$ cat src/rtl/otter_pkg.sv
// otter_pkg: shared register-address and register-mask types
package otter_pkg;
  localparam int REG_ADDR_W = 5;
  localparam int NUM_REGS = 32;
  typedef logic [REG_ADDR_W-1:0] reg_addr_t;
  typedef logic [NUM_REGS-1:0] reg_mask_t;
endpackage

$ cat src/rtl/pending_counter.sv
// pending_counter: saturating up/down count of outstanding writes to one register
module pending_counter #(
  parameter int CNT_W = 2
) (
  input  logic CLK,
  input  logic rst,
  input  logic clear,
  input  logic inc,
  input  logic dec,
  output logic is_zero,
  output logic is_max
);
  logic [CNT_W-1:0] cnt_q, cnt_d;
  assign is_zero = cnt_q == '0;
  assign is_max = &cnt_q;
  // clear wins; inc and dec together cancel; never wraps at either end
  always_comb
    cnt_d = clear ? '0
          : (inc && !dec && !is_max) ? cnt_q + 1'b1
          : (dec && !inc && !is_zero) ? cnt_q - 1'b1
          : cnt_q;
  // count register
  always_ff @(posedge CLK)
    cnt_q <= rst ? '0 : cnt_d;
endmodule

$ cat src/rtl/reg_scoreboard.sv
// reg_scoreboard: stalls decode while a source register still has a write outstanding
module reg_scoreboard
  import otter_pkg::reg_addr_t;
  import otter_pkg::REG_ADDR_W;
#(
  parameter int NUM_REGS = 32,
  parameter int CNT_W = 2
) (
  input  logic                CLK,
  input  logic                rst,
  input  logic                issue_valid,
  input  reg_addr_t           issue_rs1,
  input  reg_addr_t           issue_rs2,
  input  logic                issue_use_rs1,
  input  logic                issue_use_rs2,
  input  reg_addr_t           issue_rd,
  input  logic                issue_wr_en,
  output logic                issue_ready,
  output logic                stall,
  input  logic                wb_valid,
  input  reg_addr_t           wb_rd,
  input  logic                flush,
  output logic [NUM_REGS-1:0] busy_vec,
  output logic                idle,
  output logic                underflow_err
);
  logic [NUM_REGS-1:0] zero, full, inc;
  logic src_hit1, src_hit2, sat, accept, uf_hit, underflow_q, underflow_d;
  assign zero[0] = 1'b1;
  assign full[0] = 1'b0;
  assign inc[0] = 1'b0;
  genvar r;
  generate
    for (r = 1; r < NUM_REGS; r++) begin : g_cnt
      logic dec;
      assign inc[r] = accept && issue_wr_en && issue_rd == REG_ADDR_W'(r);
      assign dec = wb_valid && wb_rd == REG_ADDR_W'(r) && !zero[r];
      pending_counter #(.CNT_W(CNT_W)) u_cnt (
        .CLK     (CLK),
        .rst     (rst),
        .clear   (flush),
        .inc     (inc[r]),
        .dec     (dec),
        .is_zero (zero[r]),
        .is_max  (full[r])
      );
    end
  endgenerate
  // a same-cycle writeback does not clear a hit: the file only updates on the edge
  always_comb begin
    src_hit1 = issue_use_rs1 && issue_rs1 != '0 && !zero[issue_rs1];
    src_hit2 = issue_use_rs2 && issue_rs2 != '0 && !zero[issue_rs2];
    sat = issue_wr_en && issue_rd != '0 && full[issue_rd];
    issue_ready = !flush && !src_hit1 && !src_hit2 && !sat;
    accept = issue_valid && issue_ready;
    stall = issue_valid && !issue_ready;
  end
  // retiring a write that was never issued is a pipeline bug; latch it until reset
  always_comb begin
    uf_hit = wb_valid && wb_rd != '0 && zero[wb_rd] && !inc[wb_rd];
    underflow_d = underflow_q || uf_hit;
  end
  // sticky underflow flag
  always_ff @(posedge CLK)
    underflow_q <= rst ? 1'b0 : underflow_d;
  assign busy_vec = ~zero;
  assign idle = &zero;
  assign underflow_err = underflow_q;
endmodule

$ cat config.mk
export PLATFORM = sky130hd
export DESIGN_NAME = reg_scoreboard
export DESIGN_NICKNAME = d
export VERILOG_FILES = /design/src/rtl/otter_pkg.sv /design/src/rtl/pending_counter.sv /design/src/rtl/reg_scoreboard.sv
export SDC_FILE = /design/constraint.sdc
export NUM_CORES = 1
export LEC_CHECK = 0
export ABC_AREA = 1
export BUFFER_PORTS_ARGS = -buffer_cell sky130_fd_sc_hd__buf_2
export CAP_MARGIN = 25
export CORE_UTILIZATION = 25
export CTS_CLUSTER_SIZE = 28
export DETAILED_ROUTE_END_ITERATION = 8
export MAX_ROUTING_LAYER = met4
export PLACE_DENSITY = 0.47
export RECOVER_POWER = 25
export SYNTH_ARGS = -nofsm -noshare
export SYNTH_HDL_FRONTEND = slang
export SYNTH_SLANG_ARGS = --single-unit
$ cat constraint.sdc
create_clock -name CLK -period 2.35 [get_ports CLK]
set_input_delay 0.3525 -clock CLK [delete_from_list [all_inputs] [get_ports CLK]]
set_output_delay 0.3525 -clock CLK [all_outputs]
set_load 0.05 [all_outputs]
# Yosys cells after proc, flatten, opt, wreduce, memory -nomap -nowiden

Cells that the tools add are included.

Multiplexer cells: 72
$lt $le $gt $ge: 4
Bitwise gates (word level): 1
Add/sub/neg operators: 62
Equality and inequality tests: 62
Reductions and logical operators: 464

Operators by type and width:

| cell                | number |
|---|---|
| $logic_and 1x1->1   | 232 |
| $eq 5x5->1 const B  | 32 |
| $logic_not 1->1     | 132 |
| $mux 2              | 62 |
| $eq 5x4->1 const B  | 16 |
| $add 2x1->2 const B | 31 |
| $logic_not 2->1     | 31 |
| $reduce_and 2->1    | 31 |
| $reduce_bool 2->1   | 31 |
| $sub 2x1->2 const B | 31 |
| $eq 5x3->1 const B  | 8 |
| $not 32->32         | 1 |
| $reduce_and 31->1   | 1 |
| $bmux 1 s5          | 5 |
| $lt 5x6->1 const B  | 4 |
| $eq 5x2->1 const B  | 4 |
| $reduce_bool 5->1   | 4 |
| $eq 5x1->1 const B  | 2 |
| $mux 1              | 5 |
| $reduce_or 2->1     | 1 |
| $logic_or 1x1->1    | 1 |

Bits in registers: 63
Bits of input ports: 28
Word-level logic and storage cells: 697
Output and inout port bits: 36

# Longest topological paths before layout

Gate-level depths: netlist of run 1.

Depth after elaboration: 17
Depth in mapped cells: 24
Gate-level depth less buffers: 24

# By module

Synthesis of run 1 repeated with hierarchy kept, for this count alone.

Cell total of the unflattened synthesis: 1225
Area total of the unflattened synthesis: 7121.8 um^2

By module, submodules not included:

| module          | area an instance (um^2) | seq. area each (um^2) | instances | cells each |
|---|---|---|---|---|
| pending_counter | 146.4                   | 40.0                  | 31        | 21 |
| reg_scoreboard  | 2583.7                  | 20.0                  | 1         | 574 |

# Worst setup path after synthesis of run 1

Ideal clock, no wire load.

Path kind: reg2out
Start point: register g_cnt[1].u_cnt.cnt_q[0]
End point: output port idle
Path slack: -0.693 ns
Required time: 1.997 ns
Stages on the path, launching flop included: 6
Data arrival time: 2.690 ns
Path through: dfxtp_1 -> nor2_1 -> inv_1 -> nor4_1 -> nand4_1 -> nor4_1

Word-level cells in the longest chain between the ends: 2

Ends and longest elaborated chain:

| item                     | line                  | text |
|---|---|---|
| start: declaration       | pending_counter.sv:13 | `logic [CNT_W-1:0] cnt_q, cnt_d;` |
| start signal: assignment | pending_counter.sv:24 | `cnt_q <= rst ? '0 : cnt_d;` |
| $logic_not 2->1          | pending_counter.sv:14 | `assign is_zero = cnt_q == '0;` |
| $reduce_and 31->1        | reg_scoreboard.sv:67  | `assign idle = &zero;` |
| end: declaration         | reg_scoreboard.sv:24  | `output logic idle,` |

No other way between the ends.

# Worst setup path in the final report of run 1

Start point: register g_cnt[25].u_cnt.cnt_q[0]
End point: register underflow_q (netlist: underflow_err)

Word-level cells in the longest chain between the ends: 17
Elaborated cells between the ends (all ways): 60
Those cells by class: 10 x mux; 50 x reduce/logical

Ends and longest elaborated chain:

| item                           | line                  | text |
|---|---|---|
| start: declaration             | pending_counter.sv:13 |  |
| start signal: assignment       | pending_counter.sv:24 |  |
| $logic_not 2->1                | pending_counter.sv:14 |  |
| $bmux 1 s5                     | reg_scoreboard.sv:51  | `src_hit1 = issue_use_rs1 && issue_rs1 != '0 && !zero[issue_rs1];` |
| $mux 1 (implied by the code)   | reg_scoreboard.sv:51  |  |
| $logic_not 1->1                | reg_scoreboard.sv:51  |  |
| $logic_and 1x1->1              | reg_scoreboard.sv:51  |  |
| $logic_not 1->1                | reg_scoreboard.sv:54  | `issue_ready = !flush && !src_hit1 && !src_hit2 && !sat;` |
| $logic_and 1x1->1 (3 in a row) | reg_scoreboard.sv:54  |  |
| $logic_and 1x1->1              | reg_scoreboard.sv:55  | `accept = issue_valid && issue_ready;` |
| $logic_and 1x1->1 (2 in a row) | reg_scoreboard.sv:36  | `assign inc[r] = accept && issue_wr_en && issue_rd == REG_ADDR_W'(r);` |
| $bmux 1 s5                     | reg_scoreboard.sv:60  | `uf_hit = wb_valid && wb_rd != '0 && zero[wb_rd] && !inc[wb_rd];` |
| $mux 1 (implied by the code)   | reg_scoreboard.sv:60  |  |
| $logic_not 1->1                | reg_scoreboard.sv:60  |  |
| $logic_and 1x1->1 *            | reg_scoreboard.sv:60  |  |
| $logic_or 1x1->1 *             | reg_scoreboard.sv:61  | `underflow_d = underflow_q \|\| uf_hit;` |
| end signal: assignment         | reg_scoreboard.sv:65  | `underflow_q <= rst ? 1'b0 : underflow_d;` |
| end: declaration               | reg_scoreboard.sv:28  | `logic src_hit1, src_hit2, sat, accept, uf_hit, underflow_q, underflow_d;` |

Mark *: on every way between the ends. The rest lies on a longest branch, timed or not. The select of a mux whose other input is x is not followed.
A chain may end at the register's enable or synchronous reset.

==> impl_metrics.yaml, run 1 <==
outcome:
  status: "finished with violations"
  violations: "negative setup slack"
routing:
  drcViolationCount: 0
  dr_wl_met3_um: 1540
  wl_per_cell_um: 17.4
  first_pass_iters: 5
  dr_total_vias: 8118
  ant_nets: 0
  dr.max_layer_used: "met4"
  dr_wl_met2_um: 13000
  viasPerCell: 4.86
  wl_met1_um: 13200
  drt_iter0_drc: 521
  wirelength_um: 29100
synth:
  synthesis.nets: 1094
  synth.most_common_cell: "nand2_1"
  ys_top_cells_by_area: "dfxtp_1 21%, nand2_1 20%, inv_1 9.0%"
  ys_seq_elements: 63
  synth_top_area_share: 0.211
  seq_area_frac_synth: 0.211
  postSynth.asyncResetShare: 0
  synth_commonest_cells: "323 x nand2_1, 144 x inv_1, 137 x nor2_1, 101 x nand3_1, 63 x dfxtp_1"
  avgSynthCellArea_um2: 5.60
  synthCells: 1066
  synthFlopType: "dfxtp_1"
  synth_top_area_cell: "dfxtp_1"
  netlist_area_um2: 5970
  synth.distinct_cells: 53
  synth_edf_count: 0
  synth_warnings: 0
sta:
  setup_viol: 57
  worst_pin_slew_ns: 0.803
  finalSetupTns_ns: -7.19
  fin_ws_ns: -0.268
  holdWs_ns: 0.221
  fin_crit_ns: 2.62
  drv_slew: 0
  final_hold_viol_count: 0
  fin_worst_skew_ns: 0.0117
  max_freq_mhz: 382
  rsz0062_at_grt: "yes"
  post-route-period-util: 1.11
  max-slew-margin-rel: 0.460
finish:
  final_cells: 1672
  drive_gt1_frac: 0.424
  multi_input_area_um2: 5070
  nNetsFinal: 1376
  antenna_cells: 0
  fill_cells: 2489
  final_area_um2: 10100
  area_growth_pct: 69.4
  post-route-util: 0.431
  regArea_um2: 1310
worst_setup_path:
  critPathCapture: "underflow_err"
  worst-r2r-cell-count: 24
  cp_slowest_cell: "dfxtp_4"
  timing.rr.end: "underflow_err"
  worstPathRequired_ns: 2.60
  path_depth: 24
  r2r_slack_ns: -0.27
  critPathMostFrequentCell: "nand2_1"
  critPathKind: "flop to flop"
  crit_fanout: 6
  cp-end-kind: "flop"
  crit_arrival_ns: 2.87
  slowest_delay_ns: 0.35
  cp_cell_sequence: "buf_4 -> nand2_1 -> nand2_1 -> nand3_2 -> nand2_1 -> inv_1 -> nor2_1 -> nand2_1 -> nand2_2 -> nand2_4 -> nand3_4 -> nor3_4 -> buf_6 -> buf_8 -> buf_16 -> nand4_1 -> nand2_1 -> nor2_1 -> nor2_1 -> nor2_1 -> nand2_1 -> nand2_1 -> nand3_2 -> a21oi_2"
  reg2reg_from: "g_cnt[25].u_cnt.cnt_q[0]"
  crit_family: "simple AND/OR/NAND/NOR gates"
  startpoint: "g_cnt[25].u_cnt.cnt_q[0]"
  start_kind: "flop"
  cp.buffers_inverters: 5
global_routing:
  gr-total-overflow: 0
  grt_max_degree: 44
  first_global_vias: 7771
  antenna_found_initial: 0
  grt_pass1_wl_um: 43200
  gr-usage-all-layers: 0.245
clock_tree:
  cts.path.max_buffers: 2
  cts_buffers: 9
  clk_latency_ns: 0.35
  numClockSinks: 63
  cts_tree: "done"
  cts_root_buf: "clkbuf_16"
  path_clk_slew_ns: 0.07
  htreeDepth: 3
pwr:
  net-switching-power_mw: 1.00
  max-vdd-ir-drop_mv: 0.293
  combPwrFrac: 0.208
  p_seq_frac: 0.335
  p_int_mw: 2.19
  power_leakage_nw: 4.72
  p_clk_frac: 0.457
  p_total_mw: 3.19
  p_per_area_nw_per_um2: 315
  p_sw_frac: 0.314
place:
  io_buffers: 62
  dp.cells: 1621
  dpl_worst_slack_ns: -0.575
  dp_hpwl_um: 22400
  place.gp.congestion: 0.961
  place_area_um2: 8180
floorplan:
  ios: 64
  dieHeight_um: 157
  start_util: 0.255
  core_region_area_um2: 23500
  rows: 56
  die_area_um2: 24500
  fp.dieW_um: 157
run:
  maxCapViolations: 0
worst_hold_path:
  hold_class: "input pin to flop"
## cell families after synthesis
group	after synthesis	synth area share
other cells	1	0.000628
compound gates	154	0.150
buf+inv	187	0.134
mux	3	0.00524
flops	63	0.211
simple gates	651	0.488
xor+xnor	7	0.0115
## layout by cell type, fill, tap and decap left out, drive strengths merged, types with 2 or more instances in the layout
cell,instances
mux2i,2
clkinv,9
a31oi,10
a22oi,2
a21oi,55
o2111ai,7
xnor2,5
clkinvlp,2
nor4,6
o22ai,2
xor2,2
nand3,104
nand4,29
inv,150
or2,4
dfxtp,63
clkbuf,19
nor2,148
or3,3
o31ai,9
o41ai,2
nand3b,4
o221ai,3
a31o,2
nand2,334
buf,293
o211ai,6
nor3,18
o21ai,53
## final cells by class
cell class,count,share of cell area
clock buffer,11,0.0250
clock inverter,5,0.00556
inverter,157,0.0597
multi-input combinational,816,0.501
sequential,63,0.129
tap,319,0.0394
timing repair buffer,301,0.240
## flip-flops by register name (all words and copies together) (netlist names)
name / count
g_cnt.u_cnt.cnt_q: 62
underflow_err: 1
## worst min-delay path by stage
stage,endpoint,slack [ns],from,cells past startpoint
finish,underflow_err,0.22,rst,2
global route,underflow_err,0.22,rst,2
CTS,underflow_err,0.22,rst,2
detailed placement,g_cnt[12].u_cnt.cnt_q[0],0.46,g_cnt[12].u_cnt.cnt_q[0],1
global placement,g_cnt[18].u_cnt.cnt_q[0],0.46,g_cnt[18].u_cnt.cnt_q[0],1
floorplan,underflow_err,0.42,rst,1
## power groups by stage
stage | combinational, mW | clock (mW) | sequential, mW
floorplan | 0.314 | 0 | 1.10
global placement | 0.548 | 0 | 1.10
detailed placement | 0.546 | 0 | 1.10
CTS | 0.622 | 1.49 | 1.07
global route | 0.707 | 1.54 | 1.07
finish | 0.665 | 1.46 | 1.07
## metal layers
layer / up-vias / track usage
li1: 4039 / -
met1: 3775 / 0.312
met2: 247 / 0.378
met3: 57 / 0.0368
met4: 0 / 0.121
met5: - / -
## what timing repair did
| action | CTS | global route |
|---|---|---|
| setup endpoints to repair | 65 | 66 |
| pin swaps | 76 | 94 |
| hold buffers | 0 | 0 |
| setup buffers | 23 | 20 |
| gates cloned | 3 | 0 |
| gates resized for setup | 213 | 147 |
No activity file was read; power rests on OpenSTA's default activity.
==> inputs of run 2 (changes only) <==
- SYNTH_HIERARCHICAL: not set -> 1
==> impl_metrics.yaml, run 2 <==
outcome:
  status: "finished with violations"
  violations: "negative setup slack"
global_routing:
  grt_max_degree: 33
  gr-usage-all-layers: 0.199
  grt_pass1_wl_um: 43000
  first_global_vias: 8174
  antenna_found_initial: 3
  gr-total-overflow: 0
synth:
  ys_seq_elements: 63
  synthCells: 1225
  ys_top_cells_by_area: "dfxtp_1 18%, nand2_1 16%, inv_1 8.3%"
  synth.distinct_cells: 34
  netlist_area_um2: 7120
  avgSynthCellArea_um2: 5.81
  synth.most_common_cell: "nand2_1"
  synth_top_area_cell: "dfxtp_1"
  synth_top_area_share: 0.177
  synthesis.nets: 1253
  synth_warnings: 6
  seq_area_frac_synth: 0.177
  synth_edf_count: 0
  postSynth.asyncResetShare: 0
  synthFlopType: "dfxtp_1"
  synth_commonest_cells: "299 x nand2_1, 157 x inv_1, 125 x nor2_1, 115 x nand3_1, 98 x inv_2"
worst_setup_path:
  slowest_delay_ns: 0.32
  r2r_slack_ns: -0.22
  crit_family: "simple AND/OR/NAND/NOR gates"
  worst-r2r-cell-count: 19
  worstPathRequired_ns: 2.59
  critPathMostFrequentCell: "nand3_2"
  timing.rr.end: "g_cnt[7].u_cnt/cnt_q[0]"
  cp_slowest_cell: "dfxtp_2"
  cp_cell_sequence: "inv_2 -> nand2_4 -> inv_4 -> clkinvlp_4 -> nand2_2 -> nand3_1 -> nand2_1 -> nand2_1 -> nand3_2 -> nand3_2 -> nand3_4 -> nand4_4 -> nor2_4 -> clkinvlp_4 -> buf_12 -> nor2_4 -> nand3_2 -> a21oi_2 -> nor2_1"
  cp-end-kind: "flop"
  reg2reg_from: "g_cnt[15].u_cnt/cnt_q[0]"
  crit_fanout: 7
  cp.buffers_inverters: 5
  crit_arrival_ns: 2.81
  start_kind: "flop"
  critPathKind: "flop to flop"
pwr:
  p_total_mw: 2.90
  max-vdd-ir-drop_mv: 0.317
  p_seq_frac: 0.369
  combPwrFrac: 0.202
  p_int_mw: 1.99
  p_per_area_nw_per_um2: 271
  p_clk_frac: 0.429
  p_sw_frac: 0.314
  power_leakage_nw: 4.87
  net-switching-power_uw: 912
place:
  dp_hpwl_um: 22600
  dp.cells: 1861
  io_buffers: 62
  place.gp.congestion: 0.965
routing:
  wl_per_cell_um: 14.5
  wl_met1_um: 12900
  wirelength_um: 27800
  drcViolationCount: 0
  dr.max_layer_used: "met4"
  ant_nets: 0
  dr_total_vias: 8767
  dr_wl_met3_um: 1570
  first_pass_iters: 6
  dr_wl_met2_um: 12700
  drt_iter0_drc: 748
  viasPerCell: 4.59
clock_tree:
  cts_root_buf: "clkbuf_16"
  cts_buffers: 9
  clk_latency_ns: 0.35
  htreeDepth: 3
  numClockSinks: 63
  cts_tree: "done"
  path_clk_slew_ns: 0.06
  cts.path.max_buffers: 2
  cts.hold.buffers_added: 0
worst_hold_path:
  hold_depth: 2
  hold_class: "flop to flop"
  holdPathEnd: "underflow_err"
  hold_path_startpoint: "underflow_err"
sta:
  drv_slew: 0
  final_hold_viol_count: 0
  holdWs_ns: 0.467
  max-slew-margin-rel: 0.588
  fin_worst_skew_ns: 0.00946
  rsz0062_at_grt: "yes"
  worst_pin_slew_ns: 0.618
  fin_ws_ns: -0.218
  max_freq_mhz: 389
  finalSetupTns_ns: -4.37
  fin_crit_ns: 2.57
  setup_viol: 42
  post-route-period-util: 1.09
floorplan:
  rows: 61
  core_region_area_um2: 27900
  die_area_um2: 29200
  dieHeight_um: 171
  ios: 64
  start_util: 0.255
  fp.dieW_um: 171
finish:
  nNetsFinal: 1551
  final_common_cell: "nand2_1"
  final_cell_mix: "278 x nand2_1, 231 x buf_4, 120 x inv_2"
  largest_reg_flops: 62
  post-route-util: 0.384
  drive_gt1_frac: 0.484
  final_cells: 1909
  area_growth_pct: 50.7
  regMostFlops: "g_cnt.u_cnt/cnt_q"
run:
  maxCapViolations: 0
run 2: changes by cell type in the layout (fill, tap and decap cells not counted), moves of 30 or more:
cell,change
a21oi_1,-30
nand2_1,+30
nor4_1,+31
inv_2,+98
buf_4,+42
a21boi_1,+31
nor2_4,+50
run 2: logic make-up (layout without fill, tap and decap cells):
logic type,after synthesis,in the layout,synth area share
compound gates,100,100,0.0894
buf+inv,281,584,0.155
flops,63,63,0.177
other cells,1,4,0.000527
simple gates,780,780,0.578
run 2: area by class of cell:
cell class,count,area (um^2)
tap,378,473
multi-input combinational,881,5320
fill,3092,17200
inverter,257,1040
antenna,3,7.51
sequential,63,1290
timing repair buffer,311,2340
clock inverter,6,37.5
clock buffer,10,229
run 2: worst max-delay path by stage:
stage / start / endpoint / slack, ns / depth (start not counted)
after global routing: g_cnt[27].u_cnt/cnt_q[0] / g_cnt[7].u_cnt/cnt_q[0] / -0.41 / 19
after detailed placement: issue_rd[0] / g_cnt[14].u_cnt/cnt_q[0] / -0.36 / 17
after floorplan: g_cnt[17].u_cnt/cnt_q[0] / g_cnt[15].u_cnt/cnt_q[0] / -0.22 / 20
after CTS: g_cnt[9].u_cnt/cnt_q[0] / g_cnt[7].u_cnt/cnt_q[0] / -0.15 / 21
after global placement: issue_rd[0] / g_cnt[12].u_cnt/cnt_q[0] / -0.33 / 17
final: g_cnt[15].u_cnt/cnt_q[0] / g_cnt[7].u_cnt/cnt_q[0] / -0.22 / 19
run 2: per-layer routing:
layer | vias up | track usage
met5 | - | -
met3 | 36 | 0.0264
met2 | 262 | 0.317
li1 | 4462 | -
met4 | 0 | 0.0591
met1 | 4007 | 0.260
run 2: what timing repair did:
item	CTS	global route
pin swaps	58	77
endpoints found under the setup margin	66	66
resized for setup	102	66
buffers inserted	19	11
run 2: tightest hold or removal path, cell delays in order (launching register included):
cell and delay, ns:
dfxtp_1 0.31, inv_1 0.07, a21oi_2 0.05
run 2: metrics by stage:
stage	setup WS, ns	cell area (um^2)
global route	-0.412	10700
CTS	-0.147	10400
finish	-0.218	10700
floorplan	-0.222	7340
detailed placement	-0.362	9700
global placement	-0.326	9700
run 2: power by group through the flow:
stage	registers, mW	clock network, mW	logic [mW]
2_1_floorplan	1.10	0	0.285
3_3_place_gp	1.09	0	0.546
3_5_place_dp	1.09	0	0.543
4_1_cts	1.07	1.29	0.574
5_1_grt	1.07	1.33	0.633
6_report	1.07	1.25	0.588
